[src/rtl/alu_pkg.sv]
// Shared opcode constants and FSM state type for the multi-cycle ALU.
package alu_pkg;

    localparam logic [2:0] OP_PASS = 3'b000;
    localparam logic [2:0] OP_ADD  = 3'b001;
    localparam logic [2:0] OP_SUB  = 3'b010;
    localparam logic [2:0] OP_DIV  = 3'b011;
    localparam logic [2:0] OP_MOD  = 3'b100;
    localparam logic [2:0] OP_SHL  = 3'b101;
    localparam logic [2:0] OP_SHR  = 3'b110;
    localparam logic [2:0] OP_GT   = 3'b111;

    typedef enum logic [1:0] {
        IDLE,
        DIV,
        DONE
    } state_t;

endpackage

[src/rtl/alu_mc_if.sv]
// Request/response bundle of alu_mc: valid/ready request in, valid/ready result out.
interface alu_mc_if #(
    parameter int WIDTH = 8
);
    logic             in_valid;
    logic             in_ready;
    logic [WIDTH-1:0] a;
    logic [WIDTH-1:0] b;
    logic [2:0]       sel;
    logic             out_valid;
    logic             out_ready;
    logic [WIDTH:0]   result;
    logic             zero;
    logic             div0;

    modport master (
        output in_valid, a, b, sel, out_ready,
        input  in_ready, out_valid, result, zero, div0
    );

    modport slave (
        input  in_valid, a, b, sel, out_ready,
        output in_ready, out_valid, result, zero, div0
    );
endinterface

[src/rtl/alu_div.sv]
// Restoring shift-subtract divider: one quotient bit per cycle, WIDTH cycles total.
module alu_div #(
    parameter int WIDTH = 8
) (
    input  logic             clk,
    input  logic             rst_n,
    input  logic             start,
    input  logic [WIDTH-1:0] dividend,
    input  logic [WIDTH-1:0] divisor,
    output logic             done,
    output logic [WIDTH-1:0] quotient,
    output logic [WIDTH-1:0] remainder
);
    localparam int CW = $clog2(WIDTH + 1);

    logic [WIDTH-1:0] rem_q;
    logic [WIDTH-1:0] quo_q;
    logic [WIDTH-1:0] dvs_q;
    logic [CW-1:0]    cnt_q;
    logic             busy_q;

    // One restoring step: shift the next dividend bit into the remainder and
    // subtract when it fits. The remainder never exceeds the divisor, so the
    // W-bit difference is exact once the extra shifted-out bit is compared.
    function automatic logic [2*WIDTH-1:0] div_step(
        input logic [WIDTH-1:0] rem,
        input logic [WIDTH-1:0] quo,
        input logic [WIDTH-1:0] dvs
    );
        logic [WIDTH:0] shifted;
        shifted = {rem, quo[WIDTH-1]};
        if (shifted >= {1'b0, dvs})
            return {shifted[WIDTH-1:0] - dvs, quo[WIDTH-2:0], 1'b1};
        else
            return {shifted[WIDTH-1:0], quo[WIDTH-2:0], 1'b0};
    endfunction

    // The first step happens on the start edge, so the final bit lands after
    // WIDTH-1 further cycles and done is high in the WIDTH-th busy cycle.
    always_ff @(posedge clk or negedge rst_n) begin
        if (!rst_n) begin
            rem_q  <= '0;
            quo_q  <= '0;
            dvs_q  <= '0;
            cnt_q  <= '0;
            busy_q <= 1'b0;
        end else if (start) begin
            {rem_q, quo_q} <= div_step('0, dividend, divisor);
            dvs_q          <= divisor;
            cnt_q          <= CW'(WIDTH - 1);
            busy_q         <= 1'b1;
        end else if (busy_q) begin
            if (cnt_q != '0) begin
                {rem_q, quo_q} <= div_step(rem_q, quo_q, dvs_q);
                cnt_q          <= cnt_q - 1'b1;
            end else begin
                busy_q <= 1'b0;
            end
        end
    end

    assign done      = busy_q && (cnt_q == '0);
    assign quotient  = quo_q;
    assign remainder = rem_q;

endmodule

[src/rtl/alu_mc.sv]
// Multi-cycle ALU: single-cycle ops registered directly, divide/modulus via alu_div.
module alu_mc
    import alu_pkg::*;
#(
    parameter int WIDTH = 8
) (
    input  logic     clk,
    input  logic     rst_n,
    alu_mc_if.slave  bus
);
    state_t           state;
    state_t           state_n;
    logic [2:0]       op_q;
    logic [WIDTH:0]   result_q;
    logic             div0_q;
    logic [WIDTH:0]   alu_res;
    logic             accept;
    logic             is_div;
    logic             b_zero;
    logic             div_start;
    logic             div_done;
    logic [WIDTH-1:0] quotient;
    logic [WIDTH-1:0] remainder;

    assign bus.in_ready = (state == IDLE) || (state == DONE && bus.out_ready);
    assign accept       = bus.in_valid && bus.in_ready;
    assign is_div       = (bus.sel == OP_DIV) || (bus.sel == OP_MOD);
    assign b_zero       = (bus.b == '0);
    assign div_start    = accept && is_div && !b_zero;

    alu_div #(.WIDTH(WIDTH)) u_div (
        .clk       (clk),
        .rst_n     (rst_n),
        .start     (div_start),
        .dividend  (bus.a),
        .divisor   (bus.b),
        .done      (div_done),
        .quotient  (quotient),
        .remainder (remainder)
    );

    // Divide/modulus reach here only with b == 0, where the result is 0.
    always_comb begin
        // NOTE: every always_comb output gets a default first so no path can infer a latch.
        alu_res = '0;
        case (bus.sel)
            OP_PASS: alu_res = {1'b0, bus.a};
            OP_ADD:  alu_res = {1'b0, bus.a} + {1'b0, bus.b};
            OP_SUB:  alu_res = {1'b0, bus.a} - {1'b0, bus.b};
            OP_DIV:  alu_res = '0;
            OP_MOD:  alu_res = '0;
            OP_SHL:  alu_res = {bus.a, 1'b0};
            OP_SHR:  alu_res = {2'b00, bus.a[WIDTH-1:1]};
            OP_GT:   alu_res = {{WIDTH{1'b0}}, bus.a > bus.b};
            default: alu_res = '0;
        endcase
    end

    always_comb begin
        state_n = state;
        case (state)
            IDLE, DONE: begin
                if (accept)
                    state_n = div_start ? DIV : DONE;
                else if (state == DONE && bus.out_ready)
                    state_n = IDLE;
            end
            DIV: begin
                if (div_done)
                    state_n = DONE;
            end
            default: state_n = IDLE;
        endcase
    end

    always_ff @(posedge clk or negedge rst_n) begin
        if (!rst_n) begin
            state    <= IDLE;
            op_q     <= OP_PASS;
            result_q <= '0;
            div0_q   <= 1'b0;
        end else begin
            // NOTE: non-blocking assignments so every register samples pre-edge values.
            state <= state_n;
            if (accept) begin
                op_q <= bus.sel;
                if (!div_start) begin
                    result_q <= alu_res;
                    div0_q   <= is_div && b_zero;
                end
            end else if (state == DIV && div_done) begin
                result_q <= (op_q == OP_MOD) ? {1'b0, remainder} : {1'b0, quotient};
                div0_q   <= 1'b0;
            end
        end
    end

    assign bus.out_valid = (state == DONE);
    assign bus.result    = result_q;
    assign bus.zero      = (result_q == '0);
    assign bus.div0      = div0_q;

endmodule

[src/flat_wrapper.sv]
// flat-port wrapper written by rule: the top's interface ports become plain ports
module alu_mc_flat import alu_pkg::*;
#(
    parameter int WIDTH = 8
)
  (clk, rst_n, bus_in_valid, bus_a, bus_b, bus_sel, bus_out_ready, bus_in_ready, bus_out_valid, bus_result, bus_zero, bus_div0);
  alu_mc_if #(.WIDTH(WIDTH)) bus_i ();
  input  logic clk;
  input  logic rst_n;
  input wire logic [$bits(bus_i.in_valid)-1:0] bus_in_valid;
  input wire logic [$bits(bus_i.a)-1:0] bus_a;
  input wire logic [$bits(bus_i.b)-1:0] bus_b;
  input wire logic [$bits(bus_i.sel)-1:0] bus_sel;
  input wire logic [$bits(bus_i.out_ready)-1:0] bus_out_ready;
  output wire logic [$bits(bus_i.in_ready)-1:0] bus_in_ready;
  output wire logic [$bits(bus_i.out_valid)-1:0] bus_out_valid;
  output wire logic [$bits(bus_i.result)-1:0] bus_result;
  output wire logic [$bits(bus_i.zero)-1:0] bus_zero;
  output wire logic [$bits(bus_i.div0)-1:0] bus_div0;
  assign bus_i.in_valid = bus_in_valid;
  assign bus_i.a = bus_a;
  assign bus_i.b = bus_b;
  assign bus_i.sel = bus_sel;
  assign bus_i.out_ready = bus_out_ready;
  assign bus_in_ready = bus_i.in_ready;
  assign bus_out_valid = bus_i.out_valid;
  assign bus_result = bus_i.result;
  assign bus_zero = bus_i.zero;
  assign bus_div0 = bus_i.div0;
  alu_mc #(.WIDTH(WIDTH)) u_core (.clk(clk), .rst_n(rst_n), .bus(bus_i));
endmodule
[config.mk]
export PLATFORM = sky130hd
export DESIGN_NAME = alu_mc_flat
export DESIGN_NICKNAME = d
export VERILOG_FILES = /design/src/rtl/alu_pkg.sv /design/src/rtl/alu_mc_if.sv /design/src/rtl/alu_div.sv /design/src/rtl/alu_mc.sv /design/src/flat_wrapper.sv
export SDC_FILE = /design/constraint.sdc
export NUM_CORES = 1
export LEC_CHECK = 0
export BUFFER_PORTS_ARGS = -buffer_cell sky130_fd_sc_hd__buf_2
export CAP_MARGIN = 15
export CORE_MARGIN = 2
export CORE_UTILIZATION = 61
export CTS_CLUSTER_DIAMETER = 120
export DETAILED_ROUTE_END_ITERATION = 6
export PLACE_DENSITY = 0.83
export SLEW_MARGIN = 20
export SYNTH_ARGS = -nofsm -noshare
export SYNTH_HDL_FRONTEND = slang
export SYNTH_HIERARCHICAL = 1
export SYNTH_SLANG_ARGS = --single-unit
[constraint.sdc]
create_clock -name clk -period 3.2 [get_ports clk]
set_clock_uncertainty 0.2 [all_clocks]
set_input_delay 0.16 -clock clk [delete_from_list [all_inputs] [get_ports clk]]
set_output_delay 0.16 -clock clk [all_outputs]
set_load 0.02 [all_outputs]
# ---- Yosys cells after proc, flatten, opt, wreduce, memory -nomap -nowiden
# Cells that the tools add are included.
dict set report totals {
  ff_bits 44
}
dict set report classes {
  addsub 5
  magnitude_cmp 3
  n_eq_ne 13
  muxes 27
  n_reduce_logical 24
}
# operator count
set ops {}
lappend ops {{9-bit case mux with 7 select lines} 1}
lappend ops {{8-bit 2-to-1 mux} 7}
lappend ops {{16-bit 2-to-1 mux} 2}
lappend ops {{9-bit 2-to-1 mux} 3}
lappend ops {{3-bit equality test, second input constant} 5}
lappend ops {{4-bit 2-to-1 mux} 3}
lappend ops {{8-bit by 8-bit adder with 9-bit output} 1}
lappend ops {{9-bit by 8-bit >= comparator with 1-bit output} 1}
lappend ops {{9-bit logical NOT} 1}
lappend ops {{8-bit by 8-bit subtractor with 9-bit output} 1}
lappend ops {{1-bit by 8-bit >= comparator with 1-bit output} 1}
lappend ops {{8-bit > comparator} 1}
lappend ops {{8-bit logical NOT} 1}
lappend ops {{2-bit 2-to-1 mux} 4}
lappend ops {{1-bit by 8-bit subtractor with 8-bit output} 1}
lappend ops {{8-bit subtractor} 1}
lappend ops {{1-bit logical AND} 7}
lappend ops {{3-bit by 2-bit equality test with 1-bit output, second input constant} 2}
lappend ops {{1-bit 2-to-1 mux} 6}
lappend ops {{2-bit AND reduction} 3}
lappend ops {{2-bit nonzero test} 3}
lappend ops {{4-bit logical NOT} 1}
lappend ops {{2-bit case mux with 2 select lines} 1}
lappend ops {{4-bit nonzero test} 1}
lappend ops {{12 further kinds} 14}

# ---- Logic depth before layout (Yosys ltp)
dict set report logic_depth {
  word_depth 9
  depth_mapped 10
  depth_no_buf 10
}

# ---- Modules after synthesis
# Netlist, hierarchy kept.
# mod instances cells_each area_each_um2 seq_area_each_um2
set modules_own_cells {}
lappend modules_own_cells {alu_mc 1 260 2118.3 375.4}
lappend modules_own_cells {alu_div 1 222 1973.1 725.7}

# ---- Worst setup path after synthesis
# OpenSTA, ideal clock, no wires.
dict set report synth_path {
  kind {flip-flop to flip-flop}
  start {register u_core.u_div.cnt_q[0]}
  end {register u_core.result_q[6] (netlist: u_core/bus.result[6])}
  setup_time_ns 0.126
  arrival_ns 1.959
  required_ns 2.874
  setup_slack_ns 0.915
  stages_incl_launch_ff 11
  cell_sequence {dfrtp_1 -> inv_1 -> ha_1 -> or3b_1 -> nor2_1 -> a21oi_1 -> o21ai_1 -> nor2b_4 -> buf_6 -> mux2i_1 -> o21ai_1}
}
dict set report synth_via {
  elab_chain_len 5
}
# item line_no
set synth_lines {}
lappend synth_lines {{start: declaration} alu_div.sv:19} ;# logic [CW-1:0] cnt_q;
lappend synth_lines {{start signal: assignment} alu_div.sv:50} ;# cnt_q <= CW'(WIDTH - 1);
lappend synth_lines {{start signal: assignment} alu_div.sv:55} ;# cnt_q <= cnt_q - 1'b1;
lappend synth_lines {{4-bit logical NOT} alu_div.sv:62} ;# assign done = busy_q && (cnt_q == '0);
lappend synth_lines {{1-bit logical AND} alu_div.sv:62}
lappend synth_lines {{net u_core.div_done} alu_mc.sv:21} ;# logic div_done;
lappend synth_lines {{1-bit logical AND} alu_mc.sv:91} ;# end else if (state == DIV && div_done) begin
lappend synth_lines {{2-bit nonzero test (no line)} -}
lappend synth_lines {{2-bit AND reduction (no line)} -}
lappend synth_lines {{end signal: assignment} alu_mc.sv:88} ;# result_q <= alu_res;
lappend synth_lines {{end signal: assignment} alu_mc.sv:92} ;# result_q <= (op_q == OP_MOD) ? {1'b0, remainder} : {1'b0, quotient};
lappend synth_lines {{end: declaration} alu_mc.sv:14} ;# logic [WIDTH:0] result_q;
# The timed path passes the listed nets, and every way through them passes these cells.
# A chain may end at the register's enable or synchronous reset.

# ---- Worst setup path after layout
dict set report layout_path {
  start {register u_core.u_div.cnt_q[0]}
  end {register u_core.result_q[1] (netlist: u_core/bus.result[1])}
}
# Same word-level chain as after synthesis.

==> results.json <==
{
  "layout_common_cells": "nand2_1, dfrtp_1, o21ai_0, nor2_1, buf_2",
  "fin_crit_ps": 2720,
  "drv_slew": 0,
  "synth-edff-count": 0,
  "r2r_setup_slack_ps": 480,
  "grt_overflow_total": 0,
  "io_buffer_count": 35,
  "power_per_cell_area_mw_per_mm2": 829,
  "finalSetupViolCount": 0,
  "synth-async-reset-ratio": 1.00,
  "path_delay_family": "simple AND/OR/NAND/NOR gates",
  "cts.sinks": 44,
  "rsz0062_at_grt": "false",
  "grt_pass1_wl_mm": 17.6,
  "ant_nets": 0,
  "seq_area_frac_synth": 0.269,
  "fmax_mhz": 367,
  "dr_total_vias": 3842,
  "hold_viol_final": 0,
  "slowest_stage": "nor2b_4",
  "hold_slack_ps": 13.8,
  "synth_fp_nets": 535,
  "nets": 564,
  "post_cts_resized": 0,
  "post_cts_buffers": 0,
  "yosysUniqueCellTypes": 82,
  "root_buffer": "clkbuf_8",
  "finalSetupTns_ps": 0,
  "max_cap_violations": 0,
  "tightest_slew_ps": 963,
  "ir_drop_uv": 494,
  "start_kind": "flop",
  "rr_endpoint": "u_core/bus.result[1]",
  "critPathCaptureType": "flop",
  "grt_max_degree": 45,
  "yosysWarnings": 6,
  "ios": 36,
  "dp_hpwl_mm": 7.94,
  "critical_path_class": "reg -> reg",
  "crit_start": "u_core/u_div/cnt_q[0]",
  "drtPass1Iterations": 7,
  "pwr-share-seq": 0.288,
  "die_area_sq_mm": 0.00738,
  "power_mw": 3.64,
  "path_cells": "inv_1 > ha_1 > or3b_1 > nor2_1 > a21oi_1 > o21ai_1 > nor2b_4 > mux2_2",
  "diodes": 0,
  "ff2ff_path_depth": 8,
  "switchingPower_mw": 1.73,
  "core.rowCount": 29,
  "start_util": 0.637,
  "slowest_delay_ps": 430,
  "die_y_um": 85.9,
  "core_sq_mm": 0.00642,
  "r2r-start": "u_core/u_div/cnt_q[0]",
  "crit_end": "u_core/bus.result[1]",
  "wirelength_mm": 10.7,
  "drive_gt1_frac": 0.180,
  "synth_area_per_cell_sq_um": 8.49,
  "post-route-period-util": 0.851,
  "hold_class": "in -> reg",
  "syn_inst": 482,
  "vias_per_cell": 6.53,
  "htreeDepth": 2,
  "clock_latency_ps": 300,
  "relSlewSlack": 0.358,
  "drtIter0Drc": 497,
  "worst-path-max-fanout": 12,
  "worstPathArrival_ps": 2700,
  "route.detailed.drc": 3,
  "p_int_mw": 1.90,
  "place_area_sq_mm": 0.00423,
  "gp_congestion": 0.932,
  "wl_per_cell_um": 18.3,
  "power_frac_clock": 0.092,
  "synth-seq-cells": 44,
  "synth_flop_cell": "dfrtp_1",
  "grt_pass1_vias": 3532,
  "final_common_cell": "nand2_1",
  "antenna_found_initial": 0,
  "outcome": "finished with violations",
  "cp_num_buf_inv": 1,
  "synthesis.area_sq_mm": 0.00409,
  "final_area_sq_mm": 0.00439,
  "hold_buffers": 8,
  "cp.required_ps": 3180,
  "dieWidth_um": 85.9,
  "worstSetupPathDepth": 8,
  "cts_tree": "built",
  "cts_buffer_depth": 2,
  "cts_inserted_buffers": 5,
  "p_leak_nw": 1.90,
  "combinationalPowerShare": 0.620,
  "netSwitchingFraction": 0.477,
  "gr-usage-all-layers": 0.300,
  "cts.clk_slew.worst_paths_ps": 90,
  "area_growth_pct": 7.19,
  "failed_checks": "design-rule violations"
}
[area by class of cell]
type / count / area [sq um]
multi-input combinational: 376 / 2680
timing repair buffer: 49 / 300
clock buffer: 6 / 72.6
inverter: 35 / 131
tap: 77 / 96.3
clock inverter: 1 / 5.00
fill: 510 / 2040
sequential: 44 / 1100
[power groups by stage]
stage / sequential (mW) / clock [mW] / combinational [mW]
finish: 1.05 / 0.334 / 2.26
global route: 1.08 / 0.359 / 2.48
CTS: 1.04 / 0.341 / 2.22
detailed placement: 1.05 / 0 / 2.20
global placement: 1.04 / 0 / 2.14
floorplan: 1.05 / 0 / 1.72
[logic make-up after synthesis]
family	after synthesis	share of synthesized area
flip-flops	44	0.269
XOR/XNOR	5	0.0107
adder cells (fa/ha/maj)	31	0.0997
AO/OA/AOI/OAI	160	0.280
AND/OR/NAND/NOR	158	0.208
multiplexers	22	0.0560
buffers and inverters	62	0.0761
[metrics by stage]
step	instances	setup WS [ps]	util
4_1_cts	588	508	0.683
5_1_grt	588	347	0.683
3_3_place_gp	573	605	0.658
6_report	588	477	0.683
2_1_floorplan	482	915	-
3_5_place_dp	573	539	0.658
[how the worst min path moves through the flow]
stage	from	end	slack, ps	cells after the start
after global routing	bus_b[1]	u_core/u_div/dvs_q[1]	30	3
final	bus_b[7]	u_core/u_div/dvs_q[7]	10	3
after floorplan	rst_n	u_core/bus.div0	-340	0
after CTS	bus_b[6]	u_core/u_div/dvs_q[6]	4	3
after detailed placement	rst_n	u_core/op_q[2]	170	1
after global placement	rst_n	u_core/op_q[1]	160	1
[sequential cells by signal, summed over array words and instances, names as in the netlist]
register                flops
u_core/bus.result           9
u_core/u_div/dvs_q          8
u_core/u_div/quotient       8
u_core/u_div/remainder      8
u_core/u_div/cnt_q          4
u_core/op_q                 3
u_core/state                2
u_core/bus.div0             1
u_core/u_div/busy_q         1
[tightest hold or removal path, cell delays in order]
cell and delay [ps]:
buf_2 160, nand2_1 70, o21ai_0 80
[synth_stat cells, drive strengths merged, types with 4 or more instances]
master	n	area (sq um)
a211oi	8	60.1
a21oi	30	184
a221oi	7	86.3
a22oi	4	30.0
a31oi	10	62.6
buf	18	146
clkbuf	9	33.8
dfrtp	44	1100
ha	27	338
inv	35	131
mux2	4	48.8
mux2i	18	180
nand2	55	211
nand2b	9	63.8
nand3	6	30.0
nor2	38	148
nor2b	12	100
nor3	9	56.3
nor3b	6	61.3
nor4	8	77.6
o211ai	9	86.3
o21ai	51	270
o22ai	4	25.0
o31a	4	35.0
[routing by layer]
metal	GRT usage	vias to the layer above	wire, um	part of all wire
li1	-	1806	-	-
met1	0.423	1814	4750	0.44
met2	0.468	199	4880	0.45
met3	0.0520	23	858	0.080
met4	0.0996	0	256	0.024
met5	0	-	0	0
No activity file was read; power rests on OpenSTA's default activity.
